[config.mk]
export PLATFORM = sky130hd
export DESIGN_NAME = keypad_debounce
export DESIGN_NICKNAME = d
export VERILOG_FILES = /design/src/rtl/keypad_debounce.sv
export SDC_FILE = /design/constraint.sdc
export NUM_CORES = 1
export LEC_CHECK = 0
export CAP_MARGIN = 20
export CORE_MARGIN = 3
export CORE_UTILIZATION = 50
export CTS_CLUSTER_DIAMETER = 50
export DETAILED_ROUTE_END_ITERATION = 16
export GPL_TIMING_DRIVEN = 0
export PLACE_DENSITY = 0.77
export REMOVE_ABC_BUFFERS = 1
export SYNTH_ARGS = -nofsm -noshare
export SYNTH_HDL_FRONTEND = slang
export SYNTH_SLANG_ARGS = --single-unit
[constraint.sdc]
create_clock -name clk -period 2.4 [get_ports clk]
set_clock_uncertainty 0.1 [all_clocks]
set_input_delay 0.72 -clock clk [delete_from_list [all_inputs] [get_ports clk]]
set_output_delay 0.72 -clock clk [all_outputs]
set_load 0.005 [all_outputs]
[src/rtl/keypad_debounce.sv]
// Keypad conditioner: synchronises 16 key lines, debounces press/release, encodes the key, and emits one shift pulse per press.
// Optional auto-repeat while a key is held is compiled in with `define KEYPAD_REPEAT_EN.
`timescale 1ns/1ps
module keypad_debounce #(
    parameter logic [15:0] DEBOUNCE_CYCLES = 16'd50000,
    parameter logic [23:0] REPEAT_CYCLES   = 24'd5000000
) (
    input  logic        clk,
    input  logic        rst,
    input  logic [15:0] keys,
    output logic [3:0]  button,
    output logic        shift,
    output logic        pressed
);

    typedef enum logic [1:0] {IDLE, PRESS, HELD, REL} state_t;

    logic [15:0] sync1_q;
    logic [15:0] ks_q;
    state_t      state_q;
    logic [3:0]  cand_q;
    logic [15:0] cnt_q;
    logic [3:0]  button_q;
    logic        shift_q;

    logic        ks_none;
    logic        ks_single;
    logic [3:0]  ks_idx;
    logic        cand_match;
    logic        cnt_done;
    logic [15:0] cnt_d;
    logic        rpt_fire;

    assign ks_none    = (ks_q == 16'd0);
    assign ks_single  = !ks_none && ((ks_q & (ks_q - 16'd1)) == 16'd0);
    assign cand_match = (ks_q == (16'd1 << cand_q));
    assign cnt_done   = (cnt_q == DEBOUNCE_CYCLES - 16'd1);
    assign cnt_d      = (cnt_q == 16'hFFFF) ? cnt_q : cnt_q + 16'd1;

    always_comb begin
        ks_idx = 4'd0;
        for (int i = 0; i < 16; i++) begin
            if (ks_q[i]) ks_idx = 4'(i);
        end
    end

    always_ff @(posedge clk or posedge rst) begin
        if (rst) begin
            sync1_q <= 16'd0;
            ks_q    <= 16'd0;
        end else begin
            sync1_q <= keys;
            ks_q    <= sync1_q;
        end
    end

`ifdef KEYPAD_REPEAT_EN
    logic [23:0] rpt_q;

    assign rpt_fire = (state_q == HELD) && cand_match && (rpt_q == REPEAT_CYCLES - 24'd1);

    // Counter only runs in HELD, so it is already zero on every entry to HELD.
    always_ff @(posedge clk or posedge rst) begin
        if (rst) begin
            rpt_q <= 24'd0;
        end else if (state_q != HELD || !cand_match || rpt_fire) begin
            rpt_q <= 24'd0;
        end else begin
            rpt_q <= rpt_q + 24'd1;
        end
    end
`else
    logic unused_rpt;

    assign rpt_fire   = 1'b0;
    assign unused_rpt = ^REPEAT_CYCLES;
`endif

    always_ff @(posedge clk or posedge rst) begin
        if (rst) begin
            state_q  <= IDLE;
            cand_q   <= 4'd0;
            cnt_q    <= 16'd0;
            button_q <= 4'd0;
            shift_q  <= 1'b0;
        end else begin
            shift_q <= 1'b0;
            unique case (state_q)
                IDLE: begin
                    if (ks_single) begin
                        cand_q  <= ks_idx;
                        cnt_q   <= 16'd0;
                        state_q <= PRESS;
                    end
                end
                PRESS: begin
                    if (!cand_match) begin
                        cnt_q   <= 16'd0;
                        state_q <= IDLE;
                    end else if (cnt_done) begin
                        button_q <= cand_q;
                        shift_q  <= 1'b1;
                        state_q  <= HELD;
                    end else begin
                        cnt_q <= cnt_d;
                    end
                end
                HELD: begin
                    if (ks_none) begin
                        cnt_q   <= 16'd0;
                        state_q <= REL;
                    end else if (rpt_fire) begin
                        shift_q <= 1'b1;
                    end
                end
                REL: begin
                    // Any activity during release is bounce: back to HELD without a new digit.
                    if (!ks_none) begin
                        state_q <= HELD;
                    end else if (cnt_done) begin
                        state_q <= IDLE;
                    end else begin
                        cnt_q <= cnt_d;
                    end
                end
                default: state_q <= IDLE;
            endcase
        end
    end

    assign button  = button_q;
    assign shift   = shift_q;
    assign pressed = (state_q == HELD) || (state_q == REL);

endmodule

==> reports/metrics.yaml <==
layout_commonest_cell: "dfrtp_1"
critical-path-top-delay-family: "simple AND/OR/NAND/NOR gates"
maxCapViolations: 0
start_util_pct: 53.2
core_area_sq_um: 5680
postRouteAntennaNets: 0
ios: 24
die_area_sq_um: 7000
max_slew.worst_pin.slew_ns: 0.465
cp-startpoint: "ks_q[15]"
netlist-cell-type-count: 56
max_freq_ghz: 0.376
finalSetupViolCount: 24
cts_buffers: 9
dpl.hpwl_um: 4470
grt_max_degree: 48
status: "complete, but fails checks"
finalPower_uw: 2010
overflow: 0
dr_wl_met2_um: 3430
synthesis.instances: 313
grt_usage_pct: 22.5
relSlewSlack_pct: 68.2
syn_to_final_growth_pct: 28.5
fp.dieW_um: 83.7
slowest_delay_ns: 0.51
layout_common_cells: "dfrtp_1, nor2_1, clkdlybuf4s50_1"
critical_path.slowest_cell: "or4_4"
min_period_over_period_pct: 111
yosysSeqAreaShare_pct: 48.9
drcViolationCount: 0
die_y_um: 83.7
grt_pass1_vias: 2597
endpoint: "cnt_q[3]"
wl_met1_um: 3310
cp.depth: 9
syn_area_sq_um: 3020
wirelength_um: 7490
r2r_start: "ks_q[15]"
finalWorstSetupSlack_ns: -0.263
dpl_worst_slack_ns: -1.14
crit_fanout: 7
vias: 2723
arrival_ns: 2.82
numPortBuffers: 23
h-tree-depth: 3
yosys_warnings: 0
hold_viol: 0
end_kind: "flip-flop"
wire_per_inst_um: 17.3
peakVddDrop_v: 0.000470
rsz0062_at_grt: "yes"
fill_cells: 418
min_path_type: "flip-flop to flip-flop"
via_per_inst: 6.30
leakagePower_uw: 0.00155
stdcell_count: 432
async_flop_share_pct: 100
cts_hold_buf: 0
synth_ff_type: "dfrtp_1"
clk_path_buf_depth: 2
powerDensity_nw_per_um2: 518
r2r-end: "cnt_q[3]"
ys_ff_latch: 59
cts_root_buf: "clkbuf_8"
synth_edf_count: 0
dpl.cell_count: 390
cts_tree: "built"
cp-start-kind: "flip-flop"
rows: 27
rr_worst_depth: 9
diodes: 0
antenna_found_initial: 0
crit_type: "flip-flop to flip-flop"
drtIter0Drc: 451
rrSetupSlack_ns: -0.26
highest_layer: "met4"
critical_path.cell_chain: "nor4_2, a32oi_1, or4_4, a2111oi_4, buf_4, or3_4, buf_6, a41oi_2, nor2_1"
grt_pass1_wl_um: 12600
globalplace.congestion: 0.934
cts_sinks: 59
clock_latency_ns: 0.34
fin_nets: 374
crit_required_ns: 2.56
final-max-slew-violation-count: 0
synth.avg_cell_area_sq_um: 9.64
met3_length_um: 607
worst-path-buf-inv: 2
drive_gt1_share_pct: 25.3
clk_pin_slew_worst_paths_ns: 0.07
fin_crit_ns: 2.66
violations: "negative setup slack"
drt_pass1_iterations: 5
state kept, by name (all words and copies together) (netlist names):
name / cells
ks_q: 16
cand_q: 4
button: 4
shift: 1
cnt_q: 16
sync1_q: 16
state_q: 2
stage by stage:
step / setup TNS [ns] / utilization, % / area, sq um / hold slack, ns
floorplan: -7.59 / - / 2910 / 0.231
global placement: -65.76 / 56.9 / 3230 / 0.233
detailed placement: -20.96 / 57.3 / 3250 / 0.235
CTS: -3.50 / 66.5 / 3770 / 0.253
global route: -6.90 / 68.3 / 3880 / 0.256
finish: -4.66 / 68.3 / 3880 / 0.251
kinds of logic (layout without fill, tap and decap cells):
logic type,Yosys count,after routing,share of synthesized area (%)
AO/OA/AOI/OAI,91,91,20.5
multiplexers,6,6,2.16
adder cells (fa/ha/maj),2,2,0.747
buffers and inverters,30,75,4.85
flip-flops,59,59,48.9
AND/OR/NAND/NOR,123,125,22.2
XOR/XNOR,2,2,0.581
power by group:
group	internal [uW]	switching, uW	leakage [uW]
Clock	412	417	0.0000937
Combinational	60.2	58.6	0.000721
Sequential	1020	36.4	0.000737
repair_timing:
action,CTS,global route
buffers inserted,19,5
cloned,2,0
endpoints found under the hold margin,0,0
pin swaps,18,7
resized for setup,43,17
setup endpoints to repair,25,25
per-layer routing:
metal	track usage [%]	vias to the layer above
met5	0	-
met4	7.75	0
met3	6.22	21
met2	34.6	151
met1	30.7	1294
li1	-	1257
worst min path at each step:
stage,startpoint,endpoint,slack (ns),depth (start not counted)
after floorplan,sync1_q[0],ks_q[0],0.23,0
after global placement,sync1_q[5],ks_q[5],0.23,0
after detailed placement,sync1_q[4],ks_q[4],0.23,0
after CTS,sync1_q[4],ks_q[4],0.25,0
after global routing,sync1_q[15],ks_q[15],0.26,0
final,sync1_q[9],ks_q[9],0.25,0
cells in the mapped netlist (5+ instances only):
cell	n	area, sq um
a21oi_1	23	115
nor2b_1	11	68.8
buf_2	6	30.0
dfrtp_1	59	1480
o21bai_1	5	37.5
and3_1	6	37.5
a22o_1	8	70.1
nand3_1	8	40.0
nor2_1	26	97.6
nor4_1	9	56.3
nand2_1	16	60.1
clkbuf_1	10	37.5
nor3_1	16	80.1
inv_1	11	41.3
nand4_1	8	50.1
o21ai_0	15	75.1
layout make-up:
cell class / instances / area (sq um) / share of cell area, %
Clock buffer: 10 / 138 / 3.55
Tap cell: 72 / 90.1 / 2.32
Sequential cell: 59 / 1490 / 38.4
Clock inverter: 6 / 47.5 / 1.23
Multi-Input combinational cell: 226 / 1600 / 41.3
Inverter: 11 / 41.3 / 1.07
Timing Repair Buffer: 48 / 469 / 12.1
Power figures use the tool's default switching activity.
